**src/rtl/uart_cmd_ctrl.sv**
```systemverilog
// Host-side command engine of the SRAM tester: turns UART byte frames into
// single-byte SRAM read/write requests and returns one response byte per command.
module uart_cmd_ctrl #(
  parameter int ADDR_W    = 19,
  parameter int TO_CYCLES = 5_000_000
) (
  input  logic              clk,
  input  logic              reset,
  input  logic              rx_done_tick,
  input  logic [7:0]        r_data,
  input  logic              tx_ready,
  output logic              tx_start,
  output logic [7:0]        w_data,
  output logic              mem_req,
  output logic              mem_we,
  output logic [ADDR_W-1:0] mem_addr,
  output logic [7:0]        mem_wdata,
  input  logic [7:0]        mem_rdata,
  input  logic              mem_ack,
  output logic              err
);

  localparam int              TO_W    = $clog2(TO_CYCLES + 1);
  localparam logic [TO_W-1:0] TO_MAX  = TO_W'(TO_CYCLES);
  localparam logic [7:0]      OP_WR   = 8'h57;
  localparam logic [7:0]      OP_RD   = 8'h52;
  localparam logic [7:0]      RSP_OK  = 8'h4B;
  localparam logic [7:0]      RSP_BAD = 8'h3F;

  typedef enum logic [2:0] {IDLE, ADDR, DATA, MEM, SEND} state_t;

  state_t            state_q, state_d;
  logic [ADDR_W-1:0] addr_q, addr_d;
  logic              we_q, we_d;
  logic [7:0]        wdata_q, wdata_d;
  logic [7:0]        rsp_q, rsp_d;
  logic              req_q, req_d;
  logic              txs_q, txs_d;
  logic              err_q, err_d;
  logic [1:0]        cnt_q, cnt_d;
  logic [TO_W-1:0]   to_q, to_d;

  always_ff @(posedge clk or posedge reset) begin
    if (reset) begin
      state_q <= IDLE;
      addr_q  <= '0;
      we_q    <= 1'b0;
      wdata_q <= 8'h00;
      rsp_q   <= 8'h00;
      req_q   <= 1'b0;
      txs_q   <= 1'b0;
      err_q   <= 1'b0;
      cnt_q   <= 2'd0;
      to_q    <= '0;
    end else begin
      state_q <= state_d;
      addr_q  <= addr_d;
      we_q    <= we_d;
      wdata_q <= wdata_d;
      rsp_q   <= rsp_d;
      req_q   <= req_d;
      txs_q   <= txs_d;
      err_q   <= err_d;
      cnt_q   <= cnt_d;
      to_q    <= to_d;
    end
  end

  always_comb begin
    state_d = state_q;
    addr_d  = addr_q;
    we_d    = we_q;
    wdata_d = wdata_q;
    rsp_d   = rsp_q;
    req_d   = req_q;
    txs_d   = 1'b0;
    err_d   = 1'b0;
    cnt_d   = cnt_q;
    to_d    = '0;
    case (state_q)
      IDLE: begin
        if (rx_done_tick) begin
          if (r_data == OP_WR || r_data == OP_RD) begin
            we_d    = (r_data == OP_WR);
            cnt_d   = 2'd0;
            state_d = ADDR;
          end else begin
            rsp_d   = RSP_BAD;
            err_d   = 1'b1;
            state_d = SEND;
          end
        end
      end
      ADDR: begin
        // The 24-bit address shifts in MSB first; bits above ADDR_W fall off the top.
        if (rx_done_tick) begin
          addr_d = ADDR_W'({addr_q, r_data});
          cnt_d  = cnt_q + 2'd1;
          if (cnt_q == 2'd2) state_d = we_q ? DATA : MEM;
        end else if (to_q == TO_MAX) begin
          err_d   = 1'b1;
          state_d = IDLE;
        end else begin
          to_d = to_q + 1'b1;
        end
      end
      DATA: begin
        if (rx_done_tick) begin
          wdata_d = r_data;
          state_d = MEM;
        end else if (to_q == TO_MAX) begin
          err_d   = 1'b1;
          state_d = IDLE;
        end else begin
          to_d = to_q + 1'b1;
        end
      end
      MEM: begin
        // An ack is only honoured once the request is actually on the bus.
        if (rx_done_tick) err_d = 1'b1;
        if (!req_q) begin
          req_d = 1'b1;
        end else if (mem_ack) begin
          req_d   = 1'b0;
          rsp_d   = we_q ? RSP_OK : mem_rdata;
          state_d = SEND;
        end
      end
      SEND: begin
        if (rx_done_tick) err_d = 1'b1;
        if (tx_ready) begin
          txs_d   = 1'b1;
          state_d = IDLE;
        end
      end
      default: state_d = IDLE;
    endcase
  end

  assign tx_start  = txs_q;
  assign w_data    = rsp_q;
  assign mem_req   = req_q;
  assign mem_we    = we_q;
  assign mem_addr  = addr_q;
  assign mem_wdata = wdata_q;
  assign err       = err_q;

endmodule

```
**config.mk**
```make
export PLATFORM = sky130hd
export DESIGN_NAME = uart_cmd_ctrl
export DESIGN_NICKNAME = d
export VERILOG_FILES = /design/src/rtl/uart_cmd_ctrl.sv
export SDC_FILE = /design/constraint.sdc
export NUM_CORES = 1
export LEC_CHECK = 0
export ABC_AREA = 1
export BUFFER_PORTS_ARGS = -buffer_cell sky130_fd_sc_hd__buf_2
export CAP_MARGIN = 15
export CORE_MARGIN = 2
export CORE_UTILIZATION = 57
export CTS_BUF_LIST = sky130_fd_sc_hd__clkbuf_4 sky130_fd_sc_hd__clkbuf_8
export DETAILED_ROUTE_END_ITERATION = 12
export PLACE_DENSITY = 0.88
export SLEW_MARGIN = 20
export SYNTH_ARGS = -nofsm -noshare
export SYNTH_HDL_FRONTEND = slang
export SYNTH_SLANG_ARGS = --single-unit
```
**constraint.sdc**
```tcl
create_clock -name clk -period 2.25 [get_ports clk]
set_clock_uncertainty 0.2 [all_clocks]
set_input_delay 0.225 -clock clk [delete_from_list [all_inputs] [get_ports clk]]
set_output_delay 0.225 -clock clk [all_outputs]
set_load 0.02 [all_outputs]
```
==> results.toml <==
[setup_path]
crit_chain = "dlygate4sd3_1 > buf_2 > inv_1 > nand4_1 > nor2_1 > nand3_1 > nand3_2 > nand2_1 > o21ai_1"
worstPathMaxFanout = 17
worstPathArrival_ps = 2100
reg2reg_from = "state_q[0]$_DFFE_PP0P_"
required_ps = 2320
critPathKind = "input pin to register"
cpPeakStageDelay_ps = 550
start_kind = "input pin"
crit_slowest_cell = "dlygate4sd3_1"
endpoint_kind = "register"
r2r_cells = 9
reg2reg_slack_ps = 390
r2r_end = "w_data[2]$_DFFE_PP0P_"

[power_and_ir_drop]
peakVddDrop_mv = 0.930
p_leak_nw = 1.95
total_power_mw = 4.72
powerDensity_nw_per_um2 = 1180

[die]
die_h_um = 78.9
start_util = 0.585
coreArea_um2 = 5470
fp.dieArea_um2 = 6230
ioPinCount = 60
std_cell_rows = 27
fp.dieW_um = 78.9

[synthesis]
synthMuxAreaShare = 0.0176
ys_top_cells_by_area = "dfrtp_1 (52%), nand2_1 (11%), nor2_1 (5.6%)"
synthCells = 381
synth_top_area_share = 0.524
synth_top_family_by_area = "simple AND/OR/NAND/NOR gates"
yosys_warnings = 0
synthXorXnorAreaFrac = 0.0246
syn-mean-instance-area_um2 = 8.40
synth_cell_types = 32
ys_ff_latch = 67
syn_nets = 405
ys_seq_area_frac = 0.524
yosys.area_share.adder = 0.0117
synthSimpleGateAreaFrac = 0.280
netlist_area_um2 = 3200
yosysTopAreaCell = "dfrtp_1"
synth_compound_area_frac = 0.0747

[hold_path]
hold_path_class = "input pin to async pin"

[sta]
setup-tns-final_ps = 0
setup_viol = 0
fin_crit_ps = 2020
rsz0062_at_grt = "false"
worst_pin_slew_ps = 438
hold_violations = 0
hold_ws_ps = 128
min_period_over_period = 0.898
fmax_ghz = 0.495
worst_slack_ps = 229
slew_headroom = 0.707
drv_slew = 0

[final_layout]
nNetsFinal = 490
fin_util = 0.732
diodes = 0
drive_gt1_frac = 0.219
final_design_area_no_fill_um2 = 4000
instances_no_fill = 543
area_growth_pct = 25.1

[clock_tree]
ctsResizeCount = 0
cts_htree_levels = 3
root_buffer = "clkbuf_8"
tritoncts = "done"
cts.sinks = 67
cts_buffers = 9
cts.clk_slew.worst_paths_ps = 80
clk-insertion-delay-late_ps = 350
clockBufferDepth = 2

[drt]
wl_met3_um = 505
drt_iter0_drc = 279
drt-total-wl_mm = 8.68
firstDrtPassIters = 5
route.detailed.drc = 0
top_layer_used = "met4"
via_count = 3005
ant_nets = 0
m1WireLength_mm = 3.37
route.met2.wl_mm = 4.51
wire_per_inst_um = 16.0
vias_per_cell = 5.53

[placed_design]
dp_hpwl_mm = 4.87
gp_congestion = 0.918
port-buffer-count = 59
post-place-ws_ps = 458
post-place-cells = 507
dpl_cell_area_um2 = 3580

[grt]
gr-total-overflow = 0
grt_pass1_vias = 3100
grt_max_degree = 59
antenna_found_initial = 0
track_usage = 0.302
grt_pass1_wl_mm = 14.4

[run_status]
status = "completed"

[job]
maxCapViolCount = 0
==> flip-flops by register name, summed over array words and instances, names as in the netlist <==
| signal | cells |
|---|---|
| mem_wdata | 8 |
| to_q | 23 |
| mem_req | 1 |
| w_data | 8 |
| cnt_q | 2 |
| state_q | 3 |
| err | 1 |
| mem_addr | 19 |
| mem_we | 1 |
| tx_start | 1 |
==> critical path, delay by kind of cell <==
| kind | cells | cell delay (ps) |
|---|---|---|
| buffers and inverters | 3 | 790 |
| AO/OA/AOI/OAI | 1 | 110 |
| AND/OR/NAND/NOR | 5 | 980 |
==> cells in the mapped netlist <==
cell type,number
a211oi_1,1
a21oi_1,11
a31oi_1,1
buf_2,5
buf_4,1
clkbuf_1,2
clkinv_1,1
clkinv_4,1
dfrtp_1,67
ha_1,3
inv_1,36
inv_2,7
mux2_1,5
nand2_1,97
nand2_2,2
nand2_4,2
nand3_1,21
nand3_2,3
nand3b_1,1
nand4_1,6
nor2_1,48
nor2_2,4
nor2_4,2
nor3_1,6
nor3_2,1
nor3_4,1
nor4_1,2
nor4_4,1
o21ai_0,2
o21ai_1,32
xnor2_1,3
xor2_1,6
==> layer usage <==
layer,GRT usage,up-vias
met4,0.162,0
met1,0.344,1430
met5,0,-
met3,0.0489,37
li1,-,1382
met2,0.543,156
==> repair_timing <==
action | CTS | global route
hold buffers | 20 | 0
setup buffers | 0 | 0
hold endpoints to repair | 96 | 0
==> area by class of cell <==
cell class | count | area (um^2)
flip-flops and latches | 67 | 1680
fillers | 371 | 1470
clock buffers | 9 | 124
repair buffers | 82 | 531
inverters | 45 | 174
well taps | 72 | 90.1
multi-input cells | 261 | 1310
clock inverters | 7 | 100
==> worst max-delay path by stage <==
stage	startpoint	to	slack, ps
6_report	r_data[7]	w_data[2]$_DFFE_PP0P_	230
2_1_floorplan	reset	cnt_q[0]$_DFFE_PP0P_	140
5_1_grt	r_data[7]	w_data[3]$_DFFE_PP0P_	140
3_3_place_gp	to_q[0]$_DFF_PP0_	to_q[14]$_DFF_PP0_	540
4_1_cts	r_data[7]	w_data[0]$_DFFE_PP0P_	420
3_5_place_dp	to_q[0]$_DFF_PP0_	to_q[14]$_DFF_PP0_	460
==> logic make-up (layout without fill, tap and decap cells) <==
family                     Yosys count  in the layout
muxes                                5              5
and+or+nand+nor                    197            197
xor gates and xnor gates             9              9
adders and majority gates            3              3
AOI/OAI and AO/OA                   47             47
DFF                                 67             67
buffers and inverters               53            143
==> cell usage in the layout, fill, tap and decap left out, types with 2 or more instances in the layout <==
master,synthesis,layout
nand2_1,97,97
dfrtp_1,67,67
buf_2,5,59
nor2_1,48,48
inv_1,36,35
o21ai_1,32,32
nand3_1,21,21
dlygate4sd3_1,0,20
a21oi_1,11,11
clkbuf_8,0,9
inv_2,7,8
nand4_1,6,6
nor3_1,6,6
xor2_1,6,6
mux2_1,5,5
nor2_2,4,4
xnor2_1,3,3
nand3_2,3,3
ha_1,3,3
clkinvlp_4,0,3
nand2_4,2,2
nor4_1,2,2
nand2_2,2,2
nor2_4,2,2
o21ai_0,2,2
bufinv_16,0,2
inv_6,0,2
buf_4,1,2
==> where the power goes <==
group          internal [mW]  switching (mW)
logic                  0.550            1.19
registers               1.57           0.259
clock network          0.631           0.520
total                   2.75            1.97
(Power assumes the default switching activity.)
